## config.mk

```make
export PLATFORM = sky130hd
export DESIGN_NAME = max_pool_ctrl_flat
export DESIGN_NICKNAME = d
export VERILOG_FILES = /design/src/rtl/max_pool_ctrl_if.sv /design/src/rtl/max_pool_ctrl.sv /design/src/flat_wrapper.sv
export SDC_FILE = /design/constraint.sdc
export NUM_CORES = 1
export LEC_CHECK = 0
export ABC_AREA = 1
export CAP_MARGIN = 25
export CORE_UTILIZATION = 51
export CTS_CLUSTER_SIZE = 14
export DETAILED_ROUTE_END_ITERATION = 8
export PLACE_DENSITY = 0.86
export SYNTH_ARGS = -nofsm -noshare
export SYNTH_HDL_FRONTEND = slang
export SYNTH_SLANG_ARGS = --single-unit
```

## constraint.sdc

```tcl
create_clock -name sclk -period 1.5 [get_ports sclk]
set_input_delay 0.375 -clock sclk [delete_from_list [all_inputs] [get_ports sclk]]
set_output_delay 0.375 -clock sclk [all_outputs]
set_load 0.03 [all_outputs]
```

## src/rtl/max_pool_ctrl_if.sv

```systemverilog
// Handshake and control bundle between the max-pool controller and its
// surroundings (pixel source, line FIFO, pooling datapath, host).
//   start        : one-cycle frame start request
//   pool_stride  : 0 = 2x2 stride-2, 1 = 2x2 stride-1 (overlapping)
//   pix_vld      : upstream pixel valid (pixel data bypasses the controller)
//   pix_rdy      : upstream ready
//   data_in_vld  : pixel valid toward the pooling datapath
//   row_cnt      : row index of the pixel currently in the datapath
//   fifo_wr_en   : line-FIFO push of the horizontal pair maximum
//   fifo_rd_en   : line-FIFO pop (first-word-fall-through FIFO)
//   pool_out_vld : pooling datapath output valid
//   busy         : frame in progress
//   done         : one-cycle end-of-frame pulse
//   err          : sticky in-row gap flag
interface max_pool_ctrl_if;
    logic       start;
    logic       pool_stride;
    logic       pix_vld;
    logic       pix_rdy;
    logic       data_in_vld;
    logic [3:0] row_cnt;
    logic       fifo_wr_en;
    logic       fifo_rd_en;
    logic       pool_out_vld;
    logic       busy;
    logic       done;
    logic       err;

    // Drives requests and pixels, observes controller outputs.
    modport master (
        output start, pool_stride, pix_vld,
        input  pix_rdy, data_in_vld, row_cnt, fifo_wr_en, fifo_rd_en,
               pool_out_vld, busy, done, err
    );

    // The controller itself.
    modport slave (
        input  start, pool_stride, pix_vld,
        output pix_rdy, data_in_vld, row_cnt, fifo_wr_en, fifo_rd_en,
               pool_out_vld, busy, done, err
    );
endinterface

```

## src/rtl/max_pool_ctrl.sv

```systemverilog
// Sequencing controller for a 2x2 max-pooling datapath with a line FIFO.
// Tracks pixel column/row within a frame, decodes line-FIFO push/pop enables
// for stride-2 or overlapping stride-1 pooling, and flags gaps inside a row.
// Ports:
//   sclk  : single clock, rising edge
//   s_rst : asynchronous, active-high reset
//   bus   : max_pool_ctrl_if.slave (handshake, FIFO enables, status)
//
// state | meaning
// IDLE  | waiting for start
// RUN   | accepting pixels of the frame
// FLUSH | two cycles letting the last enables drain through the pipeline
// DONE  | one-cycle end-of-frame pulse
module max_pool_ctrl #(
    parameter int COL_NUM = 16,
    parameter int ROW_NUM = 16
) (
    input  logic           sclk,
    input  logic           s_rst,
    max_pool_ctrl_if.slave bus
);
    localparam int CW = (COL_NUM > 1) ? $clog2(COL_NUM) : 1;
    localparam int RW = (ROW_NUM > 1) ? $clog2(ROW_NUM) : 1;

    typedef enum logic [1:0] {S_IDLE, S_RUN, S_FLUSH, S_DONE} state_t;

    state_t        state_q;
    logic          flush_q;
    logic          stride_q;
    logic [CW-1:0] col_q, col_d;
    logic [RW-1:0] row_q, row_d;
    logic [3:0]    row_cnt_q;
    logic          wr_q, wr_d;
    logic          rd_q, rd_d;
    logic          pov_q;
    logic          err_q;

    logic accept;
    logic col_last;
    logic row_last;

    assign accept   = (state_q == S_RUN) && bus.pix_vld;
    assign col_last = (col_q == CW'(COL_NUM - 1));
    assign row_last = (row_q == RW'(ROW_NUM - 1));

    always_comb begin
        col_d = col_q;
        row_d = row_q;
        if (accept) begin
            if (col_last) begin
                col_d = '0;
                row_d = row_last ? '0 : row_q + 1'b1;
            end else begin
                col_d = col_q + 1'b1;
            end
        end
    end

    // Stage-1 enable decode from the pixel being accepted this cycle.
    always_comb begin
        wr_d = 1'b0;
        rd_d = 1'b0;
        if (accept) begin
            if (stride_q) begin
                // Overlapping windows: every column after the first closes a
                // horizontal pair; the last row is never pushed, the first
                // row is never popped.
                wr_d = (col_q != '0) && (row_q <= RW'(ROW_NUM - 2));
                rd_d = (col_q != '0) && (row_q != '0);
            end else begin
                wr_d = col_q[0] & ~row_q[0];
                rd_d = col_q[0] &  row_q[0];
            end
        end
    end

    always_ff @(posedge sclk or posedge s_rst) begin
        if (s_rst) begin
            state_q   <= S_IDLE;
            flush_q   <= 1'b0;
            stride_q  <= 1'b0;
            col_q     <= '0;
            row_q     <= '0;
            row_cnt_q <= '0;
            wr_q      <= 1'b0;
            rd_q      <= 1'b0;
            pov_q     <= 1'b0;
            err_q     <= 1'b0;
        end else begin
            col_q <= col_d;
            row_q <= row_d;
            wr_q  <= wr_d;
            rd_q  <= rd_d;
            pov_q <= rd_q;
            if (accept) begin
                row_cnt_q <= 4'(row_q);
            end

            case (state_q)
                S_IDLE: begin
                    if (bus.start) begin
                        state_q  <= S_RUN;
                        stride_q <= bus.pool_stride;
                        col_q    <= '0;
                        row_q    <= '0;
                        err_q    <= 1'b0;
                    end
                end
                S_RUN: begin
                    if (!bus.pix_vld && (col_q != '0)) begin
                        err_q <= 1'b1;
                    end
                    if (accept && col_last && row_last) begin
                        state_q <= S_FLUSH;
                        flush_q <= 1'b0;
                    end
                end
                S_FLUSH: begin
                    if (flush_q) begin
                        state_q <= S_DONE;
                    end else begin
                        flush_q <= 1'b1;
                    end
                end
                S_DONE: begin
                    state_q <= S_IDLE;
                end
                default: begin
                    state_q <= S_IDLE;
                end
            endcase
        end
    end

    assign bus.pix_rdy      = (state_q == S_RUN);
    assign bus.data_in_vld  = accept;
    assign bus.row_cnt      = row_cnt_q;
    assign bus.fifo_wr_en   = wr_q;
    assign bus.fifo_rd_en   = rd_q;
    assign bus.pool_out_vld = pov_q;
    assign bus.busy         = (state_q != S_IDLE);
    assign bus.done         = (state_q == S_DONE);
    assign bus.err          = err_q;
endmodule

```

## src/flat_wrapper.sv

```systemverilog
// flat-port wrapper written by rule: the top's interface ports become plain ports
module max_pool_ctrl_flat 
#(
    parameter int COL_NUM = 16,
    parameter int ROW_NUM = 16
)
  (sclk, s_rst, bus_start, bus_pool_stride, bus_pix_vld, bus_pix_rdy, bus_data_in_vld, bus_row_cnt, bus_fifo_wr_en, bus_fifo_rd_en, bus_pool_out_vld, bus_busy, bus_done, bus_err);
  max_pool_ctrl_if bus_i ();
  input  logic sclk;
  input  logic s_rst;
  input wire logic [$bits(bus_i.start)-1:0] bus_start;
  input wire logic [$bits(bus_i.pool_stride)-1:0] bus_pool_stride;
  input wire logic [$bits(bus_i.pix_vld)-1:0] bus_pix_vld;
  output wire logic [$bits(bus_i.pix_rdy)-1:0] bus_pix_rdy;
  output wire logic [$bits(bus_i.data_in_vld)-1:0] bus_data_in_vld;
  output wire logic [$bits(bus_i.row_cnt)-1:0] bus_row_cnt;
  output wire logic [$bits(bus_i.fifo_wr_en)-1:0] bus_fifo_wr_en;
  output wire logic [$bits(bus_i.fifo_rd_en)-1:0] bus_fifo_rd_en;
  output wire logic [$bits(bus_i.pool_out_vld)-1:0] bus_pool_out_vld;
  output wire logic [$bits(bus_i.busy)-1:0] bus_busy;
  output wire logic [$bits(bus_i.done)-1:0] bus_done;
  output wire logic [$bits(bus_i.err)-1:0] bus_err;
  assign bus_i.start = bus_start;
  assign bus_i.pool_stride = bus_pool_stride;
  assign bus_i.pix_vld = bus_pix_vld;
  assign bus_pix_rdy = bus_i.pix_rdy;
  assign bus_data_in_vld = bus_i.data_in_vld;
  assign bus_row_cnt = bus_i.row_cnt;
  assign bus_fifo_wr_en = bus_i.fifo_wr_en;
  assign bus_fifo_rd_en = bus_i.fifo_rd_en;
  assign bus_pool_out_vld = bus_i.pool_out_vld;
  assign bus_busy = bus_i.busy;
  assign bus_done = bus_i.done;
  assign bus_err = bus_i.err;
  max_pool_ctrl #(.COL_NUM(COL_NUM), .ROW_NUM(ROW_NUM)) u_core (.sclk(sclk), .s_rst(s_rst), .bus(bus_i));
endmodule
```

==> impl_metrics.tcl, run 1 <==
set metrics [dict create \
    status "finished, violations left" \
    failed_checks "negative setup slack" \
    synth_cell_types 18 \
    die-width_um 47.5 \
    cap_violations 0 \
    place_hpwl_mm 1.68 \
    critPathKind "reg2out" \
    drc 0 \
    synthToLayoutAreaGrowth_pct 40.2 \
    finalPower_uw 2430 \
    hp-class "in2async" \
    antenna_left 0 \
    power_density_nw_per_um2 1640 \
    crit_path_start_kind "register" \
    die_y_um 47.5 \
    fin_tns_setup_ns -0.480 \
    nets 180 \
    ir_drop_uv 1320 \
    cp-startpoint "u_core.state_q[1]" \
    worst_pin_slew_ns 0.312 \
    max_freq_mhz 615 \
    clock_latency_ns 0.30 \
    slew-limit-headroom 0.793 \
    syn_inst 129 \
    first_global_vias 924 \
    drt_wl_total_mm 2.79 \
    end_kind "output pin" \
    synth_warnings 0 \
    core_um2 1960 \
    cp.arrival_ns 1.25 \
    antenna_found_initial 0 \
    yosysSeqAreaShare 0.474 \
    grt_max_degree 21 \
    min_period_ns 1.63 \
    holdBufCountCts 0 \
    critPathMaxFanout 3 \
    fillers 154 \
    path_clk_slew_ns 0.10 \
    numCtsBuffers 3 \
    grt_usage 0.245 \
    drive_above_1_share 0.274 \
    wl_per_cell_um 14.6 \
    required_ns 1.12 \
    post-route-util 0.754 \
    synth.ff_latch_count 20 \
    cts_max_path_buffers 2 \
    htreeDepth 1 \
    rsz0062_at_grt "yes" \
    io_buffer_count 16 \
    cts_tree "yes" \
    drt_iter0_markers 41 \
    layout_commonest_cell "nand2_1" \
    hold_slack_ns 0.392 \
    placed_cells 178 \
    globalRouteOverflowTotal 0 \
    slew_violations 0 \
    report.final.setup_viol 5 \
    root_buffer "clkbuf_4" \
    cts_sinks 20 \
    r2r-start "u_core.state_q[1]" \
    gp_congestion 0.899 \
    start_util 0.538 \
    min_period_over_period 1.08 \
    finClkSkew_ns 0.00133 \
    vias_per_cell 5.30 \
    finalHoldViolations 0 \
    fin_ws_ns -0.127 \
    vias 1013 \
    ios 17 \
    postSynthAreaPerCell_um2 8.19 \
    first_pass_iters 4 \
    dieArea_um2 2260 \
    syn_nets 143 \
    n_antenna_cell 0 \
    mostFrequentLayoutCells "nand2_1, dfrtp_1, inv_1, buf_4, o21ai_0" \
    power_leakage_uw 0.000789 \
    grt_first_pass_wirelength_mm 3.80 \
    placementRows 16 \
    synth_area_um2 1060 \
    final_cells 191 \
]
## flip-flops by register name (all words and copies together), names as in the netlist
| register | cells |
|---|---|
| u_core.bus.fifo_rd_en | 1 |
| u_core.bus.fifo_wr_en | 1 |
| u_core.col_q | 4 |
| u_core.flush_q | 1 |
| u_core.bus.pool_out_vld | 1 |
| u_core.row_q | 4 |
| u_core.stride_q | 1 |
| u_core.bus.row_cnt | 4 |
| u_core.bus.err | 1 |
| u_core.state_q | 2 |
## per-stage QoR
step	instance area [um2]	setup slack, ns
global placement	1300	-0.103
global route	1480	-0.179
CTS	1400	-0.107
finish	1480	-0.127
detailed placement	1300	-0.114
floorplan	1070	0.00832
## worst paths after layout
path | end | slack, ns | cells past startpoint
max | bus_data_in_vld | -0.13 | 5
min | u_core.bus.fifo_rd_en | 0.39 | 3
max reg2reg | u_core.state_q[0] | -0.04 | 10
min reg2reg | u_core.bus.pool_out_vld | 0.39 | 0
max in group asynchronous | u_core.state_q[0] | 0.89 | 3
min in group sclk | u_core.bus.pool_out_vld | 0.39 | 0
## metal layers
metal | share of wire | wire [um] | GRT usage | vias to the layer above
li1 | - | - | - | 477
met1 | 0.39 | 1090 | 0.282 | 469
met2 | 0.51 | 1410 | 0.427 | 51
met3 | 0.057 | 159 | 0.0415 | 16
met4 | 0.047 | 132 | 0.137 | 0
met5 | 0 | 0 | 0 | -
## layout make-up
type,instances,area (um2),area share
Clock buffer,3,22.5,0.0152
Timing Repair Buffer,34,298,0.201
Multi-Input combinational cell,86,538,0.363
Tap cell,27,33.8,0.0228
Inverter,21,86.3,0.0583
Sequential cell,20,502,0.339
## cell families after synthesis
| logic type | count (synthesis) | synth area share |
|---|---|---|
| and+or+nand+nor | 58 | 0.246 |
| adders and majority gates | 9 | 0.107 |
| DFF | 20 | 0.474 |
| AOI/OAI and AO/OA | 19 | 0.0900 |
| buffers and inverters | 23 | 0.0829 |
## report_power, final
| part | internal, uW | total (uW) | switching (uW) |
|---|---|---|---|
| logic | 625 | 1430 | 801 |
| registers | 650 | 750 | 99.7 |
| clock network | 93.6 | 250 | 156 |
## worst max-delay path: stages (launching register included)
cell and delay (ns):
dfrtp_1 0.43, inv_2 0.10, ha_4 0.18, nand2_8 0.07, clkinv_4 0.06, buf_6 0.12
## synthesized netlist by cell type
| cell type | n | area, um2 |
|---|---|---|
| nand3_1 | 11 | 55.1 |
| nand2_2 | 3 | 18.8 |
| nor2_2 | 1 | 6.26 |
| nand3b_1 | 1 | 7.51 |
| o21ai_0 | 13 | 65.1 |
| or2_2 | 1 | 6.26 |
| nor3_1 | 2 | 10.0 |
| ha_1 | 9 | 113 |
| clkbuf_1 | 1 | 3.75 |
| dfrtp_1 | 20 | 500 |
| inv_2 | 1 | 3.75 |
| nand2_1 | 31 | 116 |
| inv_1 | 20 | 75.1 |
| nor2_4 | 1 | 11.3 |
| nand4_1 | 1 | 6.26 |
| a21oi_1 | 6 | 30.0 |
| buf_2 | 1 | 5.00 |
| nor2_1 | 6 | 22.5 |
## what timing repair did
| action | in CTS | in global routing |
|---|---|---|
| pin swaps | 2 | 2 |
| resized for setup | 21 | 15 |
| gates cloned | 0 | 0 |
| setup buffers | 6 | 4 |
| setup endpoints to repair | 14 | 6 |
(Power assumes the default switching activity.)
==> run 2: changes to the inputs <==
CORE_UTILIZATION = 45   (was 51)
PLACE_DENSITY = 0.78   (was 0.86)
SLEW_MARGIN = 10   (was default)
==> run 2 against run 1 <==
  * The flow still finishes with violations (negative setup slack)
  * Sequential power fell by 1%
  * Sequential share of layout area fell by 1.5 points
  * Worst setup slack improved by 0.028 ns
  * Combinational power rose by 6%
  * Final area rose by 4.6%
  * Maximum frequency rose by 1.7%
  * Total power rose by 5.9%
  * Die area rose by 13%
  * Register-to-register slack barely moved
  * Final cell count rose by 2.6%
  * First-iteration DRC count fell by 63%
  * Sequential cell count did not move
  * Largest cell class unchanged
  * Highest routed layer unchanged
==> impl_metrics.tcl, run 2 (same netlist as run 1, synthesis figures left out) <==
set metrics [dict create \
    htreeDepth 1 \
    ios 17 \
    cts_max_path_buffers 2 \
    end_kind "output pin" \
    critPathKind "reg2out" \
    place_hpwl_mm 1.70 \
    min_period_over_period 1.07 \
    placementRows 17 \
    final_cells 196 \
    max_stage_delay_ns 0.41 \
    root_buffer "clkbuf_4" \
    core_um2 2210 \
    gp_congestion 0.869 \
    holdBufCountCts 0 \
    slew-limit-headroom 0.800 \
    critPathMaxFanout 4 \
    finClkSkew_ns 0.00186 \
    rsz0062_at_grt "yes" \
    synthToLayoutAreaGrowth_pct 46.6 \
    fin_ws_ns -0.0988 \
    placed_cells 181 \
    drt_iter0_markers 15 \
    mostFrequentLayoutCells "nand2_1, dfrtp_1, inv_1, buf_4" \
    grt_max_degree 21 \
    finalHoldViolations 0 \
    die-width_um 50.4 \
    finalPower_uw 2570 \
    power_density_nw_per_um2 1660 \
    grt_first_pass_wirelength_mm 4.01 \
    nets 183 \
    antenna_left 0 \
    n_antenna_cell 0 \
    io_buffer_count 16 \
    crit_chain "inv_2 > ha_4 > nand2_4 > inv_4 > buf_6" \
    preCtsSetupSlack_ns -0.154 \
    numCtsBuffers 3 \
    die_y_um 50.4 \
    required_ns 1.12 \
    drt_wl_total_mm 2.58 \
    min_period_ns 1.60 \
    first_global_vias 948 \
    grt_usage 0.212 \
    vias_per_cell 5.06 \
    hp-class "in2async" \
    start_util 0.477 \
    drive_above_1_share 0.310 \
    cts_sinks 20 \
    ir_drop_uv 1340 \
    path_clk_slew_ns 0.11 \
    wl_per_cell_um 13.2 \
    clock_latency_ns 0.30 \
    status "finished, violations left" \
    max_freq_mhz 625 \
    cp.arrival_ns 1.22 \
    globalRouteOverflowTotal 0 \
    dieArea_um2 2540 \
    failed_checks "negative setup slack" \
    crit_path_start_kind "register" \
    cap_violations 0 \
    cts_tree "yes" \
    worst_pin_slew_ns 0.302 \
    cp_slowest_cell "dfrtp_1" \
    drc 0 \
    hold_slack_ns 0.384 \
    vias 992 \
    slew_violations 0 \
    layout_commonest_cell "nand2_1" \
    report.final.setup_viol 6 \
    antenna_found_initial 0 \
    first_pass_iters 4 \
    power_leakage_uw 0.000829 \
]
==> run 2: area by class of cell <==
cell class,instances,area (um2)
repair buffers,37,340
flip-flops and latches,20,502
fillers,173,664
well taps,28,35.0
clock buffers,4,36.3
multi-input cells,86,551
inverters,21,83.8
==> run 2: through the flow <==
step                instance area [um2]  utilization  setup TNS [ns]
floorplan                          1070            -               0
global placement                   1330        0.602          -0.692
detailed placement                 1330        0.602           -1.23
CTS                                1460        0.658          -0.485
global route                       1550        0.700          -0.817
finish                             1550        0.700          -0.348
==> run 2: what timing repair did <==
action / in CTS / in global routing
setup buffers: 7 / 4
pin swaps: 4 / 5
resized for setup: 22 / 21
endpoints found under the setup margin: 12 / 13
gates cloned: 0 / 0
==> run 2: critical path: cells and delay by family, from the launching register on <==
family | cells | cell delay [ns]
flops | 1 | 0.41
buf+inv | 3 | 0.27
fa+ha+maj | 1 | 0.17
simple gates | 1 | 0.07
==> run 2: final timing paths <==
kind                                        from                       to  slack, ns  cells past startpoint
setup / recovery               u_core.state_q[1]          bus_data_in_vld       -0.1                      5
hold / removal                             s_rst    u_core.bus.row_cnt[1]       0.38                      3
setup reg to reg               u_core.state_q[0]          u_core.col_q[0]      -0.05                      8
hold reg to reg            u_core.bus.fifo_rd_en  u_core.bus.pool_out_vld       0.39                      0
max in group asynchronous                  s_rst        u_core.state_q[0]       0.90                      3
min in group sclk          u_core.bus.fifo_rd_en  u_core.bus.pool_out_vld       0.39                      0
==> run 2: metal layers <==
layer | wire length, um | up-vias | global-route usage
met5 | 0 | - | 0
met4 | 55 | 0 | 0.0880
met2 | 1290 | 35 | 0.378
li1 | - | 485 | -
met3 | 131 | 7 | 0.0485
met1 | 1110 | 465 | 0.241
==> run 2: where the power goes <==
| group | internal (uW) | switching, uW | leakage, uW |
|---|---|---|---|
| registers | 650 | 91.8 | 0.000261 |
| logic | 708 | 806 | 0.000547 |
| clock network | 148 | 165 | 0.0000210 |
| total | 1510 | 1060 | 0.000829 |
